### src/rtl/sat_counter.sv
// Saturating up-counter.
//   clk   : clock, rising edge
//   reset : synchronous active-high clear
//   inc   : add one this cycle unless already at all-ones
//   count : current value
module sat_counter #(
   parameter int unsigned W = 32
) (
   input  logic         clk,
   input  logic         reset,
   input  logic         inc,
   output logic [W-1:0] count
);

   logic [W-1:0] count_q, count_d;

   always_comb begin
      count_d = count_q;
      if (inc && (count_q != '1)) begin
         count_d = count_q + W'(1);
      end
   end

   always_ff @(posedge clk) begin
      if (reset) begin
         count_q <= '0;
      end else begin
         count_q <= count_d;
      end
   end

   assign count = count_q;

endmodule

### config.mk
export PLATFORM = sky130hd
export DESIGN_NAME = sat_counter
export DESIGN_NICKNAME = d
export VERILOG_FILES = /design/src/rtl/sat_counter.sv
export SDC_FILE = /design/constraint.sdc
export NUM_CORES = 1
export LEC_CHECK = 0
export ABC_AREA = 1
export CAP_MARGIN = 5
export CORE_MARGIN = 5
export CORE_UTILIZATION = 45
export DETAILED_ROUTE_END_ITERATION = 8
export HOLD_SLACK_MARGIN = 0.15
export PLACE_DENSITY = 0.78
export SLEW_MARGIN = 30
export SYNTH_ARGS = -nofsm -noshare
export SYNTH_HDL_FRONTEND = slang
export SYNTH_SLANG_ARGS = --single-unit
### constraint.sdc
create_clock -name clk -period 2 [get_ports clk]
set_clock_uncertainty 0.15 [all_clocks]
set_input_delay 0.2 -clock clk [delete_from_list [all_inputs] [get_ports clk]]
set_output_delay 0.2 -clock clk [all_outputs]
set_load 0.005 [all_outputs]
## Word-level counts from Yosys, hierarchy flattened

Cells that the tools add are included.
W data, S select, Z words.

- Reductions and logical operators: 1
- Equal/unequal tests: 1
- Add/sub/neg operators: 1

Operator list:

| cell | count |
|---|---|
| $add A32 B1 Y32 const B | 1 |
| $ne A32 B32 Y1 const B | 1 |
| $logic_and A1 B1 Y1 | 1 |

- Register bits: 32
- Bits of input ports: 3
- Logic and storage cells: 4

## Longest topological paths before layout

Gate-level depths: netlist of the first run.

- Word-level depth: 2
- Gate-level depth with buffers: 11

## Worst setup path before layout of the first run

OpenSTA, ideal clock, no wires.

- Kind: register to register
- Start: register count_q[0], in the netlist count[0]
- End: register count_q[17], in the netlist count[17]
- Clock period less this slack: 1714 ps
- Path slack: 286 ps
- Required time: 1735 ps
- Stages on the path, launching flop included: 10
- Arrival time: 1449 ps
- Setup time: 115 ps
- Cell sequence: dfxtp_1 -> ha_1 -> inv_1 -> nor2_4 -> nand2_4 -> nor2_8 -> nand3_2 -> buf_6 -> a21oi_1 -> nor2_1

- Cells in the longest elaborated chain, start to end: 2

Ends and longest elaborated chain:

| what | RTL line | RTL |
|---|---|---|
| from (decl) | 15 | `logic [W-1:0] count_q, count_d;` |
| from (signal assigned) | 28 | `count_q <= count_d;` |
| parallel branches: the longest is 2 deep, another holds $add A32 B1 Y32 | n/a |  |

Several ways; the timed one is not identified.
A chain may end at the register's enable or synchronous reset.

## Worst setup path after layout of the first run

- Start: register count_q[9], in the netlist count[9]
- End: register count_q[22], in the netlist count[22]

Same word-level chain as after synthesis.

==> results.sh, run 1 <==
export IMPL_synth_compound_area_share_pct=6.31
export IMPL_gp_congestion=0.858
export IMPL_netlist_area_um2=2060
export IMPL_min_path_cells=2
export IMPL_ant_nets=0
export IMPL_die_w_um=77.7
export IMPL_synthTopCellsByArea="dfxtp_1 31%, nand2_1 16%, nor2_1 12%"
export IMPL_io_pins=35
export IMPL_diodes=0
export IMPL_cts_sinks=32
export IMPL_worst_slew_pin_slew_ns=0.487
export IMPL_synth_top_family_by_area="simple AND/OR/NAND/NOR gates"
export IMPL_syn_mean_instance_area_um2=6.36
export IMPL_coreArea_um2=4410
export IMPL_htreeDepth=2
export IMPL_cts_setup_buffers=0
export IMPL_grt_pass1_vias=2031
export IMPL_drc=0
export IMPL_slew_headroom_pct=67.5
export IMPL_cap_violations=0
export IMPL_synth_seq_cells=32
export IMPL_reg2reg_to="count[22]"
export IMPL_clock_fmax_mhz=539
export IMPL_hold_class="flop to flop"
export IMPL_dr_pass1_iters=4
export IMPL_clk_latency_ns=0.29
export IMPL_fp_dieH_um=77.7
export IMPL_clockRootBuffer="clkbuf_8"
export IMPL_cts_buffers=5
export IMPL_vias_per_cell=5.18
export IMPL_power_density_nw_per_um2=519
export IMPL_post_drt_wl_per_cell_um=12.8
export IMPL_ff2ff_setup_slack_ns=0.15
export IMPL_worstRegToRegCells=8
export IMPL_yosys_area_share_adder_pct=0.607
export IMPL_finalWirelength_um=5420
export IMPL_whs_endpoint="count[1]"
export IMPL_startpoint_type="flop"
export IMPL_dpl_hpwl_um=3960
export IMPL_peakVddDrop_mv=0.338
export IMPL_critical_path_class="flop to flop"
export IMPL_drt_iter0_markers=198
export IMPL_syn_inst=324
export IMPL_dpl_cell_count=415
export IMPL_yosys_area_top_type="dfxtp_1"
export IMPL_layout_commonest_cell="nand2_1"
export IMPL_grt_use_total_pct=18.3
export IMPL_required_ns=2.03
export IMPL_fin_tns_setup_ns=0
export IMPL_fin_cells=423
export IMPL_largest_reg_flops=32
export IMPL_grt_max_degree=29
export IMPL_maxSlewViolCount=0
export IMPL_min_from="count[1]"
export IMPL_cts_tree="built"
export IMPL_start_util_pct=46.7
export IMPL_status="complete, no violations"
export IMPL_area_delta_synth_final_pct=28.9
export IMPL_most_common_layout_cells="88 x nand2_1, 68 x nor2_1, 34 x clkdlybuf4s50_1"
export IMPL_clk_pin_slew_worst_paths_ns=0.07
export IMPL_yosysTopAreaCellShare_pct=31.1
export IMPL_synth_mux_area_share_pct=0
export IMPL_synth_xor_area_share_pct=0
export IMPL_cp_max_fo=24
export IMPL_power_leakage_nw=1.12
export IMPL_finalSetupViolCount=0
export IMPL_end_kind="flop"
export IMPL_ys_seq_area_share_pct=31.1
export IMPL_timing_final_crit_share_pct=92.7
export IMPL_die_area_um2=6040
export IMPL_drive_gt1_share_pct=16.2
export IMPL_antenna_found_initial=0
export IMPL_nNetsFinal=374
export IMPL_hold_viol=0
export IMPL_overflow=0
export IMPL_cp_arrival_ns=1.89
export IMPL_grt_pass1_wl_um=9340
export IMPL_rsz0062_at_grt="no"
export IMPL_cts_path_max_buffers=2
export IMPL_rows=24
export IMPL_synthDistinctLibCells=26
export IMPL_yosys_area_share_simple_pct=52.8
export IMPL_dr_total_vias=2193
export IMPL_yosysWarnings=0
export IMPL_io_buffers=34
export IMPL_r2r_start="count[9]"
export IMPL_period_needed_ns=1.85
export IMPL_syn_nets=328
==> synthesized netlist by cell type <==
| library cell | instances |
|---|---|
| inv_1 | 28 |
| inv_2 | 3 |
| nor2_4 | 4 |
| nand3b_1 | 1 |
| a21oi_1 | 18 |
| nor3_2 | 1 |
| a31oi_1 | 5 |
| buf_1 | 1 |
| nor2_8 | 1 |
| nand2_2 | 6 |
| buf_6 | 5 |
| clkinv_1 | 1 |
| and2_1 | 1 |
| nand2_1 | 88 |
| nand2_4 | 3 |
| nand3_2 | 7 |
| nor2_2 | 6 |
| nand4_2 | 2 |
| ha_1 | 1 |
| nor3_1 | 3 |
| buf_2 | 2 |
| a21oi_2 | 1 |
| dfxtp_1 | 32 |
| nand4_1 | 12 |
| nand3_1 | 24 |
| nor2_1 | 68 |
==> metal layers <==
metal / share of wire [%] / wire (um) / GRT usage [%]
met1: 46 / 2470 / 24.3
met3: 6.6 / 360 / 4.51
met5: 0 / 0 / 0
met2: 47 / 2520 / 29.4
met4: 1.3 / 70 / 4.98
==> how the worst max path moves through the flow <==
stage	slack, ns	end	start	cells after the start
2_1_floorplan	0.29	count[17]	count[0]	9
3_3_place_gp	0.13	count[17]	count[0]	8
3_5_place_dp	0.06	count[21]	count[0]	8
4_1_cts	0.03	count[29]	count[0]	9
5_1_grt	0.01	count[15]	count[9]	10
6_report	0.15	count[22]	count[9]	8
==> power by group <==
part           total [mW]  internal, mW  leakage, nW  switching (mW)
sequential          0.644         0.641        0.260         0.00376
clock               0.684         0.440       0.0645           0.245
combinational      0.0512        0.0207        0.793          0.0304
total                1.38          1.10         1.12           0.279
==> logic make-up (layout without fill, tap and decap cells) <==
group                      Yosys count  in the layout
buffers and inverters               40             87
DFF                                 32             32
and+or+nand+nor                    227            227
AOI/OAI and AO/OA                   24             24
adders and majority gates            1              1
==> metrics by stage <==
step	util [%]	hold WS [ns]	worst slack [ns]	area (um2)	power (mW)
2_1_floorplan	-	0.119	0.286	2060	0.688
3_3_place_gp	56.8	0.334	0.125	2510	0.708
3_5_place_dp	56.8	0.354	0.0574	2510	0.709
4_1_cts	59.7	0.363	0.0261	2630	1.39
5_1_grt	60.2	0.371	0.0126	2660	1.43
6_report	60.2	0.339	0.146	2660	1.38
==> cell type report <==
cell class / instances / area [um2]
fillers: 415 / 1760
multi-input cells: 252 / 1250
repair buffers: 47 / 450
inverters: 32 / 120
clock inverters: 1 / 30.0
flip-flops and latches: 32 / 646
clock buffers: 7 / 96.3
well taps: 52 / 65.1
==> repair_timing <==
action,in CTS,in global routing
hold buffers,0,0
resized for setup,0,7
setup endpoints to repair,0,26
hold endpoints to repair,0,0
==> critical path, stage by stage (launching register included) <==
cell     delay, ns
dfxtp_1       0.44
nand2_1       0.18
nor2_4        0.17
nand2_4       0.09
nor2_8        0.18
nand2_8       0.12
buf_12        0.19
a31oi_1       0.16
nor2_1        0.06
No activity file was read; power rests on OpenSTA's default activity.
==> inputs of run 2 (changes only) <==
- clock period: 2 -> 2.2 ns (I/O delays scaled with it)
==> results.sh, run 2 (synthesized netlist as in run 1, its figures left out) <==
export IMPL_dpl_hpwl_um=3990
export IMPL_drive_gt1_share_pct=12.7
export IMPL_start_util_pct=46.7
export IMPL_ant_nets=0
export IMPL_finalSetupViolCount=0
export IMPL_die_area_um2=6040
export IMPL_cp_max_fo=41
export IMPL_diodes=0
export IMPL_critPathMaxStageDelay_ns=0.39
export IMPL_power_leakage_nw=1.06
export IMPL_power_density_nw_per_um2=490
export IMPL_cp_arrival_ns=2.05
export IMPL_cts_sinks=32
export IMPL_cts_path_max_buffers=2
export IMPL_area_delta_synth_final_pct=24.6
export IMPL_grt_max_degree=42
export IMPL_critical_path_class="flop to flop"
export IMPL_antenna_found_initial=0
export IMPL_finalWirelength_um=5310
export IMPL_clockRootBuffer="clkbuf_8"
export IMPL_startpoint_type="flop"
export IMPL_cts_buffers=5
export IMPL_hold_class="flop to flop"
export IMPL_setup_ws_ns=0.217
export IMPL_clock_fmax_mhz=504
export IMPL_io_pins=35
export IMPL_required_ns=2.26
export IMPL_grtUsageMet3_pct=3.36
export IMPL_multi_input_area_um2=1250
export IMPL_vias_per_cell=5.12
export IMPL_slew_headroom_pct=66.6
export IMPL_ff2ff_setup_slack_ns=0.22
export IMPL_grt_use_met1_pct=24.4
export IMPL_drt_iter0_markers=165
export IMPL_crit_slowest_cell="dfxtp_1"
export IMPL_crit_top_cell="nand2_1"
export IMPL_grt_pass1_vias=1980
export IMPL_status="complete, no violations"
export IMPL_drc=0
export IMPL_layout_commonest_cell="nand2_1"
export IMPL_fin_tns_setup_ns=0
export IMPL_largest_reg_flops=32
export IMPL_post_drt_wl_per_cell_um=12.8
export IMPL_cts_tree="built"
export IMPL_grt_use_total_pct=18.3
export IMPL_rows=24
export IMPL_pre_cts_ws_ns=0.148
export IMPL_grt_busiest_layer="met2"
export IMPL_fillCellCount=450
export IMPL_cts_setup_buffers=0
export IMPL_dr_total_vias=2120
export IMPL_die_w_um=77.7
export IMPL_period_needed_ns=1.98
export IMPL_dr_pass1_iters=4
export IMPL_grtUsageMet2_pct=29.9
export IMPL_clk_latency_ns=0.29
export IMPL_io_buffers=34
export IMPL_htreeDepth=2
export IMPL_hold_viol=0
export IMPL_fin_hold_ws_ns=0.359
export IMPL_coreArea_um2=4410
export IMPL_clk_pin_slew_worst_paths_ns=0.06
export IMPL_nNetsFinal=365
export IMPL_peakVddDrop_mv=0.380
export IMPL_grt_pass1_wl_um=9170
export IMPL_cap_violations=0
export IMPL_most_common_layout_cells="88 x nand2_1, 68 x nor2_1, 34 x clkdlybuf4s50_1"
export IMPL_final_seq_area_um2=641
export IMPL_gp_congestion=0.936
export IMPL_worst_slew_pin_slew_ns=0.500
export IMPL_path_cells="ha_1, inv_1, nor2_4, nand2_4, nor2_8, nand2_8, nand2_1, nand2_1, a21oi_1"
export IMPL_end_kind="flop"
export IMPL_maxSlewViolCount=0
export IMPL_rsz0062_at_grt="no"
export IMPL_overflow=0
export IMPL_timing_final_crit_share_pct=90.1
export IMPL_fp_dieH_um=77.7
## run 2: routing by layer
metal | up-vias | wire length, um
met5 | - | 0
met4 | 0 | 53
met3 | 6 | 263
met2 | 48 | 2520
met1 | 955 | 2480
li1 | 1111 | -
## run 2: report_power, final
part | leakage, nW | total, mW | internal, mW | switching [mW]
sequential | 0.258 | 0.585 | 0.582 | 0.00332
clock | 0.0645 | 0.628 | 0.400 | 0.229
combinational | 0.742 | 0.0461 | 0.0187 | 0.0274
## run 2: worst max-delay path, delay by kind of cell, from the launching register on
family,cells,cell delay [ns]
AOI/OAI and AO/OA,1,0.15
adders and majority gates,1,0.24
DFF,1,0.39
and+or+nand+nor,6,0.88
buffers and inverters,1,0.09
## run 2: metrics by stage
stage	util [%]	cell area (um2)	power, mW	cells
after floorplan	-	2060	0.626	324
after global placement	55.0	2430	0.644	406
after detailed placement	55.0	2430	0.645	406
after CTS	57.9	2550	1.27	414
after global routing	58.2	2570	1.30	414
final	58.2	2570	1.26	414
## run 2: what timing repair did
action | in CTS | in global routing
resized for setup | 0 | 2
endpoints found under the setup margin | 0 | 2
hold endpoints to repair | 0 | 0
hold buffers | 0 | 0
## run 2: path summary, 6_finish.rpt
| path | startpoint | depth (start not counted) | endpoint |
|---|---|---|---|
| max | count[0] | 9 | count[12] |
| min | count[1] | 2 | count[1] |
| max reg2reg | count[0] | 9 | count[12] |
| min reg2reg | count[1] | 2 | count[1] |
## run 2: cell type report
type | instances | area share [%]
Sequential cell | 32 | 24.9
Clock inverter | 1 | 1.17
Tap cell | 52 | 2.53
Clock buffer | 7 | 3.75
Timing Repair Buffer | 38 | 14.4
Multi-Input combinational cell | 252 | 48.5
Inverter | 32 | 4.67
==> inputs of run 3 (changes only) <==
- PLACE_DENSITY: 0.78 -> 0.81
- clock period: 2.2 -> 1.8 ns (I/O delays scaled with it)
==> results.sh, run 3 (synthesized netlist as in run 1, its figures left out) <==
export IMPL_rows=24
export IMPL_timing_final_crit_share_pct=96.9
export IMPL_cp_arrival_ns=1.79
export IMPL_cp_max_fo=3
export IMPL_fin_area_um2=2920
export IMPL_cts_buffers=5
export IMPL_slew_headroom_pct=76.6
export IMPL_worst_slew_pin_slew_ns=0.348
export IMPL_fp_dieH_um=77.7
export IMPL_period_needed_ns=1.74
export IMPL_cts_path_max_buffers=2
export IMPL_r2r_start="count[1]"
export IMPL_fin_util_pct=66.2
export IMPL_drt_iter0_markers=243
export IMPL_clock_fmax_mhz=573
export IMPL_min_from="count[12]"
export IMPL_end_kind="flop"
export IMPL_grt_max_degree=22
export IMPL_power_density_nw_per_um2=509
export IMPL_antenna_found_initial=0
export IMPL_final_seq_area_um2=657
export IMPL_area_delta_synth_final_pct=41.6
export IMPL_postPlaceCellArea_um2=2660
export IMPL_largest_reg_flops=32
export IMPL_clockRootBuffer="clkbuf_8"
export IMPL_critical_path_class="flop to flop"
export IMPL_diodes=0
export IMPL_min_path_cells=2
export IMPL_whs_endpoint="count[12]"
export IMPL_hold_buffers=0
export IMPL_start_util_pct=46.7
export IMPL_peakVddDrop_mv=0.463
export IMPL_ff2ff_setup_slack_ns=0.06
export IMPL_gp_congestion=0.865
export IMPL_layout_commonest_cell="nand2_1"
export IMPL_ant_nets=0
export IMPL_startpoint_type="flop"
export IMPL_overflow=0
export IMPL_finalSetupViolCount=0
export IMPL_drive_gt1_share_pct=26.2
export IMPL_nNetsFinal=400
export IMPL_coreArea_um2=4410
export IMPL_required_ns=1.84
export IMPL_dpl_hpwl_um=4480
export IMPL_total_power_mw=1.49
export IMPL_multi_input_area_um2=1300
export IMPL_grt_pass1_wl_um=10100
export IMPL_worstRegToRegCells=10
export IMPL_clk_latency_ns=0.29
export IMPL_io_pins=35
export IMPL_htreeDepth=2
export IMPL_most_common_layout_cells="85 x nand2_1, 62 x nor2_1, 35 x buf_4"
export IMPL_cts_tree="built"
export IMPL_dr_total_vias=2436
export IMPL_power_leakage_nw=1.26
export IMPL_post_drt_wl_per_cell_um=14.3
export IMPL_clk_pin_slew_worst_paths_ns=0.08
export IMPL_drc=0
export IMPL_finalWirelength_um=6410
export IMPL_dr_pass1_iters=5
export IMPL_hold_class="flop to flop"
export IMPL_vias_per_cell=5.43
export IMPL_fillCellCount=371
export IMPL_die_w_um=77.7
export IMPL_status="complete, no violations"
export IMPL_cap_violations=0
export IMPL_grt_pass1_vias=2197
export IMPL_reg2reg_to="count[25]"
export IMPL_hold_viol=0
export IMPL_die_area_um2=6040
export IMPL_cts_sinks=32
export IMPL_maxSlewViolCount=0
export IMPL_grt_use_total_pct=20.2
export IMPL_io_buffers=34
==> run 3: worst max-delay path by stage <==
| stage | startpoint | end | slack (ns) | cells past startpoint |
|---|---|---|---|---|
| after detailed placement | inc | count[17] | -0.03 | 10 |
| after floorplan | count[0] | count[17] | 0.09 | 9 |
| after global placement | inc | count[17] | -0.02 | 10 |
| after CTS | count[0] | count[18] | 0.004 | 9 |
| final | count[1] | count[25] | 0.06 | 10 |
| after global routing | count[9] | count[29] | -0.05 | 10 |
==> run 3: final cells by class <==
cell class | count | share of cell area [%]
multi-input cells | 253 | 44.6
repair buffers | 72 | 22.9
flip-flops and latches | 32 | 22.5
inverters | 32 | 4.11
clock buffers | 6 | 2.49
well taps | 52 | 2.23
clock inverters | 2 | 1.20
==> run 3: power by group <==
part	internal [mW]	switching (mW)
logic	0.0342	0.0408
clock network	0.411	0.287
registers	0.711	0.00228
==> run 3: what timing repair did <==
action / 4_1_cts / 5_1_grt
endpoints found under the setup margin: 0 / 26
gates resized for setup: 0 / 29
setup buffers: 0 / 5
hold endpoints to repair: 0 / 0
==> run 3: worst max-delay path, cell delays in order, from the launching register on <==
cell and delay [ns]:
dfxtp_1 0.33, buf_4 0.12, nand3_1 0.10, nor2_1 0.18, nand2_1 0.13, inv_2 0.09
nand2_1 0.10, nor2_1 0.20, nand3_1 0.13, nand2_1 0.08, nor2_1 0.03
==> run 3: routing by layer <==
| layer | global-route usage, % | part of all wire, % |
|---|---|---|
| met1 | 27.4 | 42 |
| met5 | 0 | 0 |
| met2 | 31.7 | 47 |
| met3 | 4.75 | 8.6 |
| met4 | 6.01 | 2.1 |
==> run 3: through the flow <==
| step | setup slack (ns) | instances | hold WS [ns] | TNS [ns] |
|---|---|---|---|---|
| final | 0.0562 | 449 | 0.371 | 0 |
| after CTS | 0.00443 | 442 | 0.404 | 0 |
| after global placement | -0.0249 | 434 | 0.373 | -0.0527 |
| after floorplan | 0.0858 | 324 | 0.0991 | 0 |
| after global routing | -0.0488 | 449 | 0.405 | -0.170 |
| after detailed placement | -0.0300 | 434 | 0.385 | -0.0778 |
